===== src/rtl/vend_dispenser.sv =====
// ---------------------------------------------------------------------------
// vend_dispenser
//
// Takes completed sales from the coin-accepting controller and drives the
// dispensing mechanism. Each sale waits in a small queue and is then served
// in order: the drink motor is strobed once, followed by one hopper strobe
// per 0.5-yuan coin of change. Every strobe waits for its sensor pulse. A
// mechanism that never answers is abandoned after TIMEOUT cycles, and the
// error is latched in a sticky flag.
//
// Parameters
//   TIMEOUT    maximum cycles spent waiting for a done pulse (2..255)
//   DEPTH      pending-sale queue entries (power of two, 2..8)
//
// Ports
//   clk        system clock, rising edge
//   rstn       asynchronous active-low reset
//   sell       one-cycle sale request
//   change     number of coins to return with this sale (valid with sell)
//   drink_done drink-chute sensor pulse
//   coin_done  coin-hopper sensor pulse
//   err_clr    clears err_to / err_ovf
//   drink_fire one-cycle drink motor strobe
//   coin_fire  one-cycle coin hopper strobe (one coin per strobe)
//   busy       FSM not idle or queue not empty
//   full       queue holds DEPTH entries
//   err_to     sticky mechanism-timeout flag
//   err_ovf    sticky queue-overflow flag
//   sale_cnt   completed-sale counter
//
// Build option
//   VEND_DISPENSER_SALE_CNT_EN  when defined, sale_cnt is a wrapping 16-bit
//                               completed-sale counter; otherwise it reads 0
//                               and no counter flops are built.
// ---------------------------------------------------------------------------
module vend_dispenser #(
    parameter int TIMEOUT = 200,
    parameter int DEPTH   = 4
) (
    input  logic        clk,
    input  logic        rstn,
    input  logic        sell,
    input  logic [1:0]  change,
    input  logic        drink_done,
    input  logic        coin_done,
    input  logic        err_clr,
    output logic        drink_fire,
    output logic        coin_fire,
    output logic        busy,
    output logic        full,
    output logic        err_to,
    output logic        err_ovf,
    output logic [15:0] sale_cnt
);

    localparam int AW = (DEPTH > 1) ? $clog2(DEPTH) : 1;

    localparam logic [AW:0] FULL_CNT = (AW + 1)'(DEPTH);
    // The timeout fires in the cycle whose increment would bring the wait
    // counter to TIMEOUT, so a stalled mechanism gets exactly TIMEOUT wait
    // cycles. A done pulse in that same cycle still wins.
    localparam logic [7:0]  WAIT_LAST = 8'(TIMEOUT - 1);

    localparam logic [2:0] IDLE   = 3'd0;
    localparam logic [2:0] DRINK  = 3'd1;
    localparam logic [2:0] WAIT_D = 3'd2;
    localparam logic [2:0] COIN   = 3'd3;
    localparam logic [2:0] WAIT_C = 3'd4;

    // Pending-sale queue: each entry is the coin count of one sale.
    logic [1:0]    mem [DEPTH];
    logic [AW-1:0] wr_ptr_reg;
    logic [AW-1:0] rd_ptr_reg;
    logic [AW:0]   count_reg;

    logic [2:0]    state_reg, state_next;
    logic [1:0]    rem_reg, rem_next;
    logic [7:0]    wait_reg, wait_next;
    logic          err_to_reg, err_ovf_reg;

    logic          push;
    logic          pop;
    logic          to_hit;
    logic          queue_full;

    assign queue_full = (count_reg == FULL_CNT);

    // A sell arriving while full is dropped even if a pop frees a slot in
    // the same cycle; the controller sees full=1 and must not rely on it.
    assign push = sell && !queue_full;
    assign pop  = (state_reg == IDLE) && (count_reg != '0);

    always_ff @(posedge clk) begin
        if (push) begin
            mem[wr_ptr_reg] <= change;
        end
    end

    always_ff @(posedge clk or negedge rstn) begin
        if (!rstn) begin
            wr_ptr_reg <= '0;
            rd_ptr_reg <= '0;
            count_reg  <= '0;
        end else begin
            if (push) begin
                wr_ptr_reg <= wr_ptr_reg + 1'b1;
            end
            if (pop) begin
                rd_ptr_reg <= rd_ptr_reg + 1'b1;
            end
            case ({push, pop})
                2'b10:   count_reg <= count_reg + 1'b1;
                2'b01:   count_reg <= count_reg - 1'b1;
                default: count_reg <= count_reg;
            endcase
        end
    end

    // Sequencer. Done pulses are only looked at in their own WAIT state, so
    // a sensor glitch during a strobe cycle has no effect.
    always_comb begin
        state_next = state_reg;
        rem_next   = rem_reg;
        wait_next  = wait_reg;
        to_hit     = 1'b0;
        case (state_reg)
            IDLE: begin
                if (pop) begin
                    rem_next   = mem[rd_ptr_reg];
                    state_next = DRINK;
                end
            end
            DRINK: begin
                wait_next  = '0;
                state_next = WAIT_D;
            end
            WAIT_D: begin
                if (drink_done) begin
                    state_next = (rem_reg != 2'd0) ? COIN : IDLE;
                end else if (wait_reg == WAIT_LAST) begin
                    to_hit     = 1'b1;
                    rem_next   = 2'd0;
                    state_next = IDLE;
                end else begin
                    wait_next = wait_reg + 8'd1;
                end
            end
            COIN: begin
                wait_next  = '0;
                state_next = WAIT_C;
            end
            WAIT_C: begin
                if (coin_done) begin
                    rem_next   = rem_reg - 2'd1;
                    state_next = (rem_reg != 2'd1) ? COIN : IDLE;
                end else if (wait_reg == WAIT_LAST) begin
                    to_hit     = 1'b1;
                    rem_next   = 2'd0;
                    state_next = IDLE;
                end else begin
                    wait_next = wait_reg + 8'd1;
                end
            end
            default: begin
                rem_next   = 2'd0;
                state_next = IDLE;
            end
        endcase
    end

    always_ff @(posedge clk or negedge rstn) begin
        if (!rstn) begin
            state_reg <= IDLE;
            rem_reg   <= 2'd0;
            wait_reg  <= 8'd0;
        end else begin
            state_reg <= state_next;
            rem_reg   <= rem_next;
            wait_reg  <= wait_next;
        end
    end

    // Sticky flags: a new error in the same cycle as err_clr stays set.
    always_ff @(posedge clk or negedge rstn) begin
        if (!rstn) begin
            err_to_reg  <= 1'b0;
            err_ovf_reg <= 1'b0;
        end else begin
            if (to_hit) begin
                err_to_reg <= 1'b1;
            end else if (err_clr) begin
                err_to_reg <= 1'b0;
            end
            if (sell && queue_full) begin
                err_ovf_reg <= 1'b1;
            end else if (err_clr) begin
                err_ovf_reg <= 1'b0;
            end
        end
    end

`ifdef VEND_DISPENSER_SALE_CNT_EN
    logic [15:0] sale_cnt_reg;
    logic        sale_done;

    // A sale completes on the done pulse that leaves nothing more to pay out.
    assign sale_done = ((state_reg == WAIT_D) && drink_done && (rem_reg == 2'd0)) ||
                       ((state_reg == WAIT_C) && coin_done  && (rem_reg == 2'd1));

    always_ff @(posedge clk or negedge rstn) begin
        if (!rstn) begin
            sale_cnt_reg <= 16'd0;
        end else if (sale_done) begin
            sale_cnt_reg <= sale_cnt_reg + 16'd1;
        end
    end

    assign sale_cnt = sale_cnt_reg;
`else
    assign sale_cnt = 16'd0;
`endif

    assign drink_fire = (state_reg == DRINK);
    assign coin_fire  = (state_reg == COIN);
    assign busy       = (state_reg != IDLE) || (count_reg != '0);
    assign full       = queue_full;
    assign err_to     = err_to_reg;
    assign err_ovf    = err_ovf_reg;

endmodule


===== config.mk =====
export PLATFORM = sky130hd
export DESIGN_NAME = vend_dispenser
export DESIGN_NICKNAME = d
export VERILOG_FILES = /design/src/rtl/vend_dispenser.sv
export SDC_FILE = /design/constraint.sdc
export NUM_CORES = 1
export LEC_CHECK = 0
export CAP_MARGIN = 0
export CORE_UTILIZATION = 57
export DETAILED_ROUTE_END_ITERATION = 7
export PLACE_DENSITY = 0.85
export SLEW_MARGIN = 15
export SYNTH_ARGS = -nofsm -noshare
export SYNTH_HDL_FRONTEND = slang
export SYNTH_SLANG_ARGS = --single-unit
export TNS_END_PERCENT = 20

===== constraint.sdc =====
create_clock -name clk -period 3.1 [get_ports clk]
set_input_delay 0.775 -clock clk [delete_from_list [all_inputs] [get_ports clk]]
set_output_delay 0.775 -clock clk [all_outputs]
set_load 0.05 [all_outputs]

* Word-level counts from Yosys, hierarchy flattened *
Memories as Yosys holds them, arrays and structs flattened.
Cells that the tools add are included.

storage, ports and cells
  bits in registers = 22
  memories kept = 1
  word-level logic and storage cells = 70
  bits in read-only memories = 0
  latch bits = 0
  output and inout port bits = 22
  memory bits (writable) = 8
  bits of input ports = 8

cells by class
  reduce and logical (&&, ||, !) cells = 16
  add/subtract/negate cells = 6
  magnitude comparators = 0
  bitwise operators = 1
  mux-type cells = 26
  shift-type cells = 0
  $mul = 0
  equality and inequality tests = 12
  divide/modulo/power cells = 0

memory list
  memory  depth  bits a word  read ports  clocked after Yosys merged registers in  wr ports  line  RTL
  mem     4      2            1           0                                        1         71    logic [1:0] mem [DEPTH];

operators with widths
  cell                                                  count
  two-way mux 8 bit                                     3
  case mux 8 bit (3 select lines)                       1
  case mux 3 bit (5 select lines)                       1
  two-way mux 2 bit                                     6
  two-way mux 3 bit                                     4
  nonzero test 3 bit                                    3
  adder 8 x 1 -> 8 bit (second input constant)          1
  equality test 8 bit (second input constant)           1
  two-way mux 1 bit                                     8
  case mux 2 bit (4 select lines)                       1
  nonzero test 2 bit                                    4
  equality test 3 x 2 -> 1 bit (second input constant)  2
  equality test 3 bit (second input constant)           2
  inequality test 2 bit (second input constant)         3
  case mux 3 bit (2 select lines)                       1
  AND reduction 3 bit                                   2
  adder 2 x 1 -> 2 bit (second input constant)          2
  adder 3 x 1 -> 3 bit (second input constant)          1
  equality test 3 x 1 -> 1 bit (second input constant)  1
  logical AND 1 bit                                     3
  logical NOT 3 bit                                     1
  subtractor 3 x 1 -> 3 bit (second input constant)     1
  equality test 2 x 1 -> 1 bit (second input constant)  1
  equality test 2 bit (second input constant)           1
  7 further kinds                                       7

* Logic depth before layout (Yosys ltp) *
Gate-level depths: netlist (run 1).

  depth in word-level cells = 5
  depth in mapped cells = 9
  gate-level depth less buffers = 8

* Worst setup path before layout (run 1) *
No wires, ideal clock.

  path type = register -> register
  from = register count_reg[0]
  to = register count_reg[1]
  cell stages (with the launch flop) = 8
  arrival time = 2885 ps
  period minus slack after synthesis = 3010 ps
  setup slack = 90 ps
  cell sequence = dfrtp_1 -> nor3b_1 -> nor2b_1 -> clkbuf_1 -> inv_1 -> ha_1 -> fa_1 -> mux2_2

between the ends
  cells in the longest elaborated chain, start to end = 5

ends and longest elaborated chain
  element                                                                line  RTL
  from (decl)                                                            74    logic [AW:0] count_reg;
  from (signal assigned)                                                 112   2'b10: count_reg <= count_reg + 1'b1;
  from (signal assigned)                                                 113   2'b01: count_reg <= count_reg - 1'b1;
  from (signal assigned)                                                 114   default: count_reg <= count_reg;
  equality test 3 bit *                                                  86    assign queue_full = (count_reg == FULL_CNT);
  net full                                                               50    output logic full,
  logical NOT 1 bit *                                                    90    assign push = sell && !queue_full;
  logical AND 1 bit *                                                    90
  equality test 2 x 1 -> 1 bit or equality test 2 bit (tied branches)    111   case ({push, pop})
  case mux 3 bit (2 select lines) or nonzero test 2 bit (tied branches)  n/a

Mark *: on every way through the listed nets, which the timed path passes. The rest lies on a longest branch.
A chain may end at the register's enable or synchronous reset.

* Final worst setup path (run 1) *
  from = register state_reg[2]
  to = output port busy

between the ends
  cells in the longest elaborated chain, start to end = 2

ends and longest elaborated chain
  element                 line  RTL
  from (decl)             76    logic [2:0] state_reg, state_next;
  from (signal assigned)  177   state_reg <= state_next;
  nonzero test 3 bit      225   assign busy = (state_reg != IDLE) || (count_reg != '0);
  logical OR 1 bit        225
  to (decl)               49    output logic busy,

Every way passes these cells.

==> results of run 1 <==
## per-stage QoR
stage	utilization, %	std cells	area [um2]
global route	65.0	230	1970
CTS	65.0	230	1970
global placement	62.6	223	1900
detailed placement	62.6	223	1900
finish	65.0	230	1970
floorplan	-	187	1850
## cell usage in the layout (no fill, tap or decap), types with 3 or more instances in the layout
cell type and count:
sky130_fd_sc_hd__nor2_1 8, sky130_fd_sc_hd__ha_1 8, sky130_fd_sc_hd__and2_1 5, sky130_fd_sc_hd__nand2b_1 4, sky130_fd_sc_hd__dfrtp_1 22, sky130_fd_sc_hd__mux2i_1 5, sky130_fd_sc_hd__clkdlybuf4s50_1 13, sky130_fd_sc_hd__o22ai_1 4
sky130_fd_sc_hd__a21oi_1 4, sky130_fd_sc_hd__edfxtp_1 8, sky130_fd_sc_hd__a211oi_1 3, sky130_fd_sc_hd__nand3_1 3, sky130_fd_sc_hd__inv_1 12, sky130_fd_sc_hd__clkbuf_4 5, sky130_fd_sc_hd__nand2_1 13, sky130_fd_sc_hd__xnor2_1 4
sky130_fd_sc_hd__buf_4 3, sky130_fd_sc_hd__conb_1 16, sky130_fd_sc_hd__o21ai_0 8
## cell type report
type                       instances  share of cell area, %
clock buffer                       5                   1.91
clock inverter                     2                   1.72
inverter                          13                   2.48
multi-input combinational        120                   43.1
sequential                        30                   40.2
tap                               44                   2.80
timing repair buffer              16                   7.76
## worst min path at each step
| stage | slack (ns) | end | cells after the start | startpoint |
|---|---|---|---|---|
| after floorplan | 0.45 | count_reg[2]$_DFFE_PN0P_ | 1 | count_reg[2]$_DFFE_PN0P_ |
| after global routing | 0.52 | count_reg[2]$_DFFE_PN0P_ | 1 | count_reg[2]$_DFFE_PN0P_ |
| after detailed placement | 0.47 | count_reg[2]$_DFFE_PN0P_ | 1 | count_reg[2]$_DFFE_PN0P_ |
| final | 0.48 | count_reg[2]$_DFFE_PN0P_ | 1 | count_reg[2]$_DFFE_PN0P_ |
| after CTS | 0.48 | count_reg[2]$_DFFE_PN0P_ | 1 | count_reg[2]$_DFFE_PN0P_ |
| after global placement | 0.46 | count_reg[2]$_DFFE_PN0P_ | 1 | count_reg[2]$_DFFE_PN0P_ |
## routing by layer
metal,global-route usage (%),share of wire [%]
met5,0,0
met1,28.3,43
met4,10.2,1.5
met2,33.3,49
met3,6.92,6.7
## logic make-up (layout without fill, tap and decap cells)
| family | after synthesis | count (layout) | share of synthesized area [%] |
|---|---|---|---|
| AND/OR/NAND/NOR | 50 | 50 | 15.4 |
| buffers and inverters | 37 | 36 | 11.9 |
| AO/OA/AOI/OAI | 31 | 31 | 13.0 |
| flip-flops | 30 | 30 | 44.0 |
| adder cells (fa/ha/maj) | 9 | 9 | 6.69 |
| multiplexers | 8 | 8 | 5.92 |
| XOR/XNOR | 6 | 6 | 2.92 |
| other | 1 | 16 | 0.209 |
## power by group through the flow
stage / clock network [uW] / registers [uW] / logic [uW]
2_1_floorplan: 0 / 633 / 780
3_3_place_gp: 0 / 673 / 875
3_5_place_dp: 0 / 685 / 908
4_1_cts: 292 / 681 / 924
5_1_grt: 309 / 702 / 1010
6_report: 286 / 684 / 928
==> reports/results.tsv, run 1 <==
stage	metric	value	unit
power	power.internal	1100	uW
yosys	synth.yosys.warnings	0	
timing	rsz0062_at_grt	no	
setup_path	worst_reg_to_reg_setup_slack	0.88	ns
die	ios	30	
timing	tightest_slew	0.755	ns
power	report.power.total	1900	uW
die	initial_util	59.3	%
place	post-place-ws	0.421	ns
clock_network	clk_latency	0.32	ns
power	total_leakage_power	0.000830	uW
die	fp-row-count	20	
timing	final-setup-viol-count	0	
timing	slew_violations	0	
detailed_routing	route.detailed.drc	0	
detailed_routing	detail-route-antenna-nets	0	
yosys	post-synth-top-count-cell	sky130_fd_sc_hd__dfrtp_1	
setup_path	ff2ff_path_depth	7	
setup_path	cp_data_arrival_time	2.21	ns
setup_path	timing.rr.start	state_reg[2]$_DFFE_PN0P_	
setup_path	start_kind	flip-flop	
yosys	synth-main-ff-cell	sky130_fd_sc_hd__dfrtp_1	
clock_network	cts_resized	0	
clock_network	clk_transition_reported_paths	0.08	ns
clock_network	cts_max_path_buffers	2	
power	switching_share	42.1	%
place	port_buffers	13	
final_layout	num_antenna_cells	0	
yosys	avgSynthCellArea	10.4	um2
global_route	grt_first_pass_wirelength	5470	um
die	core_region_area	0.00303	mm2
global_route	grt_pass1_vias	1224	
worst_hold_path	hold_class	reg2reg	
power	power.sequential.fraction	36.0	%
yosys	synthArstFlopShare	73.3	%
yosys	yosys-top-cells-count	sky130_fd_sc_hd__dfrtp_1 (22), sky130_fd_sc_hd__buf_4 (16), sky130_fd_sc_hd__nand2_1 (13)	
power	max-vdd-ir-drop	557	uV
clock_network	post-cts-setup-buffer-count	0	
detailed_routing	route.final.wire_length	3220	um
setup_path	crit_family	buffers and inverters	
final_layout	area_of_the_multi_input_gates	848	um2
setup_path	critPathSlowestCell	sky130_fd_sc_hd__clkdlybuf4s50_1	
final_layout	layout_cells_sized_above_1	9.14	%
yosys	post_synth_instance_area	0.00180	mm2
detailed_routing	vias_per_cell	5.56	
setup_path	crit_path_end_kind	primary output	
setup_path	setup.worst_path.start	state_reg[2]$_DFFE_PN0P_	
detailed_routing	wl_per_cell	14.0	um
place	sum_of_net_half_perimeters_after_detailed_placement	2330	um
yosys	synthCells	172	
yosys	number_of_library_cell_types_mapped_by_synthesis	49	
timing	layout_worst_path_cycle_share	96.3	%
clock_network	tritoncts.num_buffers	5	
setup_path	r2r-end	count_reg[2]$_DFFE_PN0P_	
detailed_routing	drt_first_pass_iters	4	
clock_network	numClockSinks	30	
global_route	largest_net_degree_at_the_start_of_global_routing	23	
clock_network	ctsHoldBuffers	0	
power	power-per-cell-area	965	mW/mm2
yosys	synth_top_area_share	30.6	%
clock_network	cts-htree-levels	2	
timing	fin_ws	0.113	ns
setup_path	path_class	reg2out	
yosys	synth-seq-cells	30	
setup_path	timing.critical_path.depth	3	
detailed_routing	vias	1278	
yosys	synth-seq-area-share	44.0	%
global_route	total_global_route_track_usage	21.8	%
global_route	gr-total-overflow	0	
clock_network	tritoncts	yes	
clock_network	cts_root_buffer	sky130_fd_sc_hd__clkbuf_4	
timing	hold_viol_final	0	
power	switchingPower	799	uW
place	gp_congestion	0.838	
final_layout	num-fill-cells	231	
timing	setup_skew_after_layout	0.00683	ns
die	die_w	58.1	um
yosys	count_of_flip_flops_with_a_built_in_enable_after_synthesis	8	
setup_path	critical_path_cell_list	clkinv_1, nand3b_1, clkdlybuf4s50_1	
timing	max_slew_margin	49.2	%
timing	final_critical_delay_including_setup_and_external_delays	2.99	ns
global_route	antenna_found_initial	0	
detailed_routing	initialDrtViolationCount	50	
setup_path	timing.critical_path.slowest_cell_delay	0.83	ns
timing	hold_slack	0.480	ns
final_layout	layout.nets	203	
power	clockPowerShare	15.1	%
setup_path	crit_path_max_fanout	10	
setup_path	count_of_buffering_cells_on_the_critical_path_with_inverters_included	2	
timing	max_freq	335	MHz
die	dieHeight	58.1	um
die	die-area	0.00338	mm2
power	comb_power_share	48.9	%
run_status	status	finished, final reports clean	
yosys	synth_area_leaders	sky130_fd_sc_hd__dfrtp_1 (31%), sky130_fd_sc_hd__edfxtp_1 (13%), sky130_fd_sc_hd__buf_4 (6.7%)	
final_layout	area.growth.synth_to_final	9.47	%
setup_path	timing.critical_path.required	2.32	ns
yosys	synth_area_leader	sky130_fd_sc_hd__dfrtp_1	
final_layout	area_occupied_by_registers	791	um2
job	max_cap_violations	0	
timing	setup_tns	0	ns
setup_path	worst_setup_path_endpoint	busy	
(Power assumes the default switching activity.)
==> run 2: changes to the inputs <==
Settings changed: PLACE_DENSITY 0.85 to 0.84.
==> run 2 against run 1 <==
Effect of this change:
- core utilization is 0.70 points lower
- sequential power is 1% lower
- clock skew is 0.0017 ns higher
- non-clock buffer count stayed put
- maximum frequency is 0.49% higher
- via count is 1.7% lower
- routed wire length is 6.5% lower
- power is 4.7% lower
- largest cell class unchanged
==> reports/results.tsv, run 2 (same netlist as run 1, synthesis figures left out) <==
stage	metric	value	unit	change
global_route	antenna_found_initial	0		unchanged
final_layout	area_occupied_by_registers	791	um2	unchanged
final_layout	mostFrequentLayoutCells	sky130_fd_sc_hd__dfrtp_1 (22), sky130_fd_sc_hd__conb_1 (16), sky130_fd_sc_hd__nand2_1 (13), sky130_fd_sc_hd__clkdlybuf4s50_1 (13), sky130_fd_sc_hd__inv_1 (12)		
place	sum_of_net_half_perimeters_after_detailed_placement	2300	um	-1.4%
clock_network	tritoncts.num_buffers	5		unchanged
setup_path	crit_path_max_fanout	10		unchanged
timing	final-setup-viol-count	0		unchanged
clock_network	cts_root_buffer	sky130_fd_sc_hd__clkbuf_4		
power	max-vdd-ir-drop	530	uV	-4.9%
setup_path	crit_path_end_kind	primary output		
detailed_routing	wl_per_cell	13.0	um	-6.9%
clock_network	post-cts-setup-buffer-count	0		unchanged
run_status	status	finished, final reports clean		
power	power.sequential.fraction	37.4	%	+1.4 points
clock_network	tritoncts	yes		
global_route	largest_net_degree_at_the_start_of_global_routing	23		unchanged
final_layout	area_of_the_multi_input_gates	848	um2	unchanged
setup_path	path_class	reg2out		
setup_path	critical_path_cell_list	clkinv_1, nand3b_1, clkdlybuf4s50_1		
setup_path	timing.critical_path.slowest_cell_delay	0.82	ns	about the same
power	clockPowerShare	11.8	%	-3.3 points
detailed_routing	initialDrtViolationCount	122		+140%
global_route	grt_pass1_vias	1189		-2.9%
final_layout	area.growth.synth_to_final	8.29	%	
die	initial_util	59.3	%	unchanged
die	ios	30		unchanged
timing	rsz0062_at_grt	no		
final_layout	num_antenna_cells	0		unchanged
power	switching_share	43.6	%	+1.5 points
clock_network	clk_latency	0.33	ns	about the same
clock_network	cts_resized	0		unchanged
place	post-place-cells	223		unchanged
power	power-per-cell-area	929	mW/mm2	-3.7%
die	core_region_area	0.00303	mm2	unchanged
timing	max_freq	336	MHz	+0.49%
detailed_routing	vias_per_cell	5.44		-2.1%
clock_network	clk_transition_reported_paths	0.09	ns	about the same
global_route	total_global_route_track_usage	21.1	%	-0.74 points
timing	max_slew_margin	47.8	%	-1.4 points
setup_path	critPathSlowestCell	sky130_fd_sc_hd__clkdlybuf4s50_1		
worst_hold_path	hold_class	reg2reg		
detailed_routing	detail-route-antenna-nets	0		unchanged
setup_path	crit_family	buffers and inverters		
final_layout	layout_cells_sized_above_1	9.09	%	-0.049 points
power	switchingPower	788	uW	-1.4%
job	max_cap_violations	0		unchanged
place	port_buffers	13		unchanged
detailed_routing	route.detailed.drc	0		unchanged
setup_path	start_kind	flip-flop		
power	comb_power_share	50.8	%	+1.9 points
power	total_leakage_power	0.000821	uW	-1.1%
setup_path	worst_reg_to_reg_setup_slack	0.92	ns	+0.04 ns
place	gp_congestion	0.884		+5.5%
timing	setup_skew_after_layout	0.00854	ns	+0.00171 ns
setup_path	cp_data_arrival_time	2.20	ns	about the same
final_layout	layout.core_utilization	64.3	%	-0.70 points
die	die_w	58.1	um	unchanged
final_layout	num-fill-cells	245		+6.1%
timing	slew_violations	0		unchanged
clock_network	cts-htree-levels	2		unchanged
die	dieHeight	58.1	um	unchanged
die	die-area	0.00338	mm2	unchanged
timing	hold_viol_final	0		unchanged
detailed_routing	route.final.wire_length	3010	um	-6.5%
global_route	gr-total-overflow	0		unchanged
die	fp-row-count	20		unchanged
clock_network	numClockSinks	30		unchanged
setup_path	timing.critical_path.required	2.32	ns	about the same
detailed_routing	vias	1256		-1.7%
setup_path	count_of_buffering_cells_on_the_critical_path_with_inverters_included	2		unchanged
timing	tightest_slew	0.775	ns	+0.0205 ns
clock_network	ctsHoldBuffers	0		unchanged
timing	layout_worst_path_cycle_share	95.9	%	-0.47 points
timing	setup_tns	0	ns	unchanged
final_layout	final_cells	231		+0.43%
timing	final_critical_delay_including_setup_and_external_delays	2.97	ns	-0.0144 ns
power	report.power.total	1810	uW	-4.7%
timing	hold_slack	0.481	ns	+0.000966 ns
global_route	grt_first_pass_wirelength	5230	um	-4.4%
power	power.internal	1020	uW	-7.1%
final_layout	layout.nets	203		unchanged
final_layout	mostFrequentLayoutCell	sky130_fd_sc_hd__dfrtp_1		
clock_network	cts_max_path_buffers	2		unchanged
detailed_routing	drt_first_pass_iters	4		unchanged
## run 2: cell types whose count changed in the layout (fill, tap and decap cells not counted)
cell,delta
sky130_fd_sc_hd__clkinv_2,+1
sky130_fd_sc_hd__bufinv_16,-1
sky130_fd_sc_hd__clkbuf_1,+1
## run 2: metrics by stage
| step | cell area (um2) | setup WS, ns |
|---|---|---|
| after floorplan | 1850 | 0.0899 |
| after detailed placement | 1900 | 0.390 |
| after global routing | 1950 | 0.0366 |
| final | 1950 | 0.128 |
| after CTS | 1950 | 0.141 |
| after global placement | 1900 | 0.469 |
## run 2: routing by layer
layer / wire [um] / GRT usage (%)
met1: 1380 / 27.0
met2: 1430 / 33.0
met5: 0 / 0
met3: 156 / 6.92
met4: 48 / 8.50
## run 2: worst reg2reg max path, stage by stage, from the launching register on
cell,delay (ns)
sky130_fd_sc_hd__dfrtp_1,0.51
sky130_fd_sc_hd__clkinv_1,0.30
sky130_fd_sc_hd__and3_1,0.28
sky130_fd_sc_hd__ha_1,0.23
sky130_fd_sc_hd__fa_1,0.38
sky130_fd_sc_hd__xnor2_1,0.16
sky130_fd_sc_hd__nor2_1,0.07
sky130_fd_sc_hd__xor2_1,0.14
## run 2: path summary, 6_finish.rpt
kind	end	depth (start not counted)	startpoint
max	busy	3	state_reg[2]$_DFFE_PN0P_
min	count_reg[2]$_DFFE_PN0P_	1	count_reg[2]$_DFFE_PN0P_
max reg2reg	count_reg[2]$_DFFE_PN0P_	7	state_reg[2]$_DFFE_PN0P_
min reg2reg	count_reg[2]$_DFFE_PN0P_	1	count_reg[2]$_DFFE_PN0P_
max in group asynchronous	count_reg[0]$_DFFE_PN0P_	2	rstn
min in group asynchronous	err_to$_DFFE_PN0P_	2	rstn
## run 2: cell type report
type                            count  share of cell area [%]
Tap cell                           44                    2.83
Inverter                           13                    2.51
Timing Repair Buffer               16                    7.85
Clock inverter                      2                   0.450
Multi-Input combinational cell    120                    43.6
Sequential cell                    30                    40.6
Clock buffer                        6                    2.12
## run 2: power by group through the flow
stage / Clock [uW] / Combinational (uW) / Sequential [uW]
after floorplan: 0 / 780 / 633
after global placement: 0 / 874 / 673
after detailed placement: 0 / 915 / 684
after CTS: 219 / 920 / 675
after global routing: 240 / 1020 / 699
final: 213 / 919 / 676
==> run 3: changes to the inputs <==
Settings changed: CTS_CLUSTER_SIZE set to 40.
==> results of run 3 <==
Same layout as run 2: the final DEF is identical, and so are final timing and power.
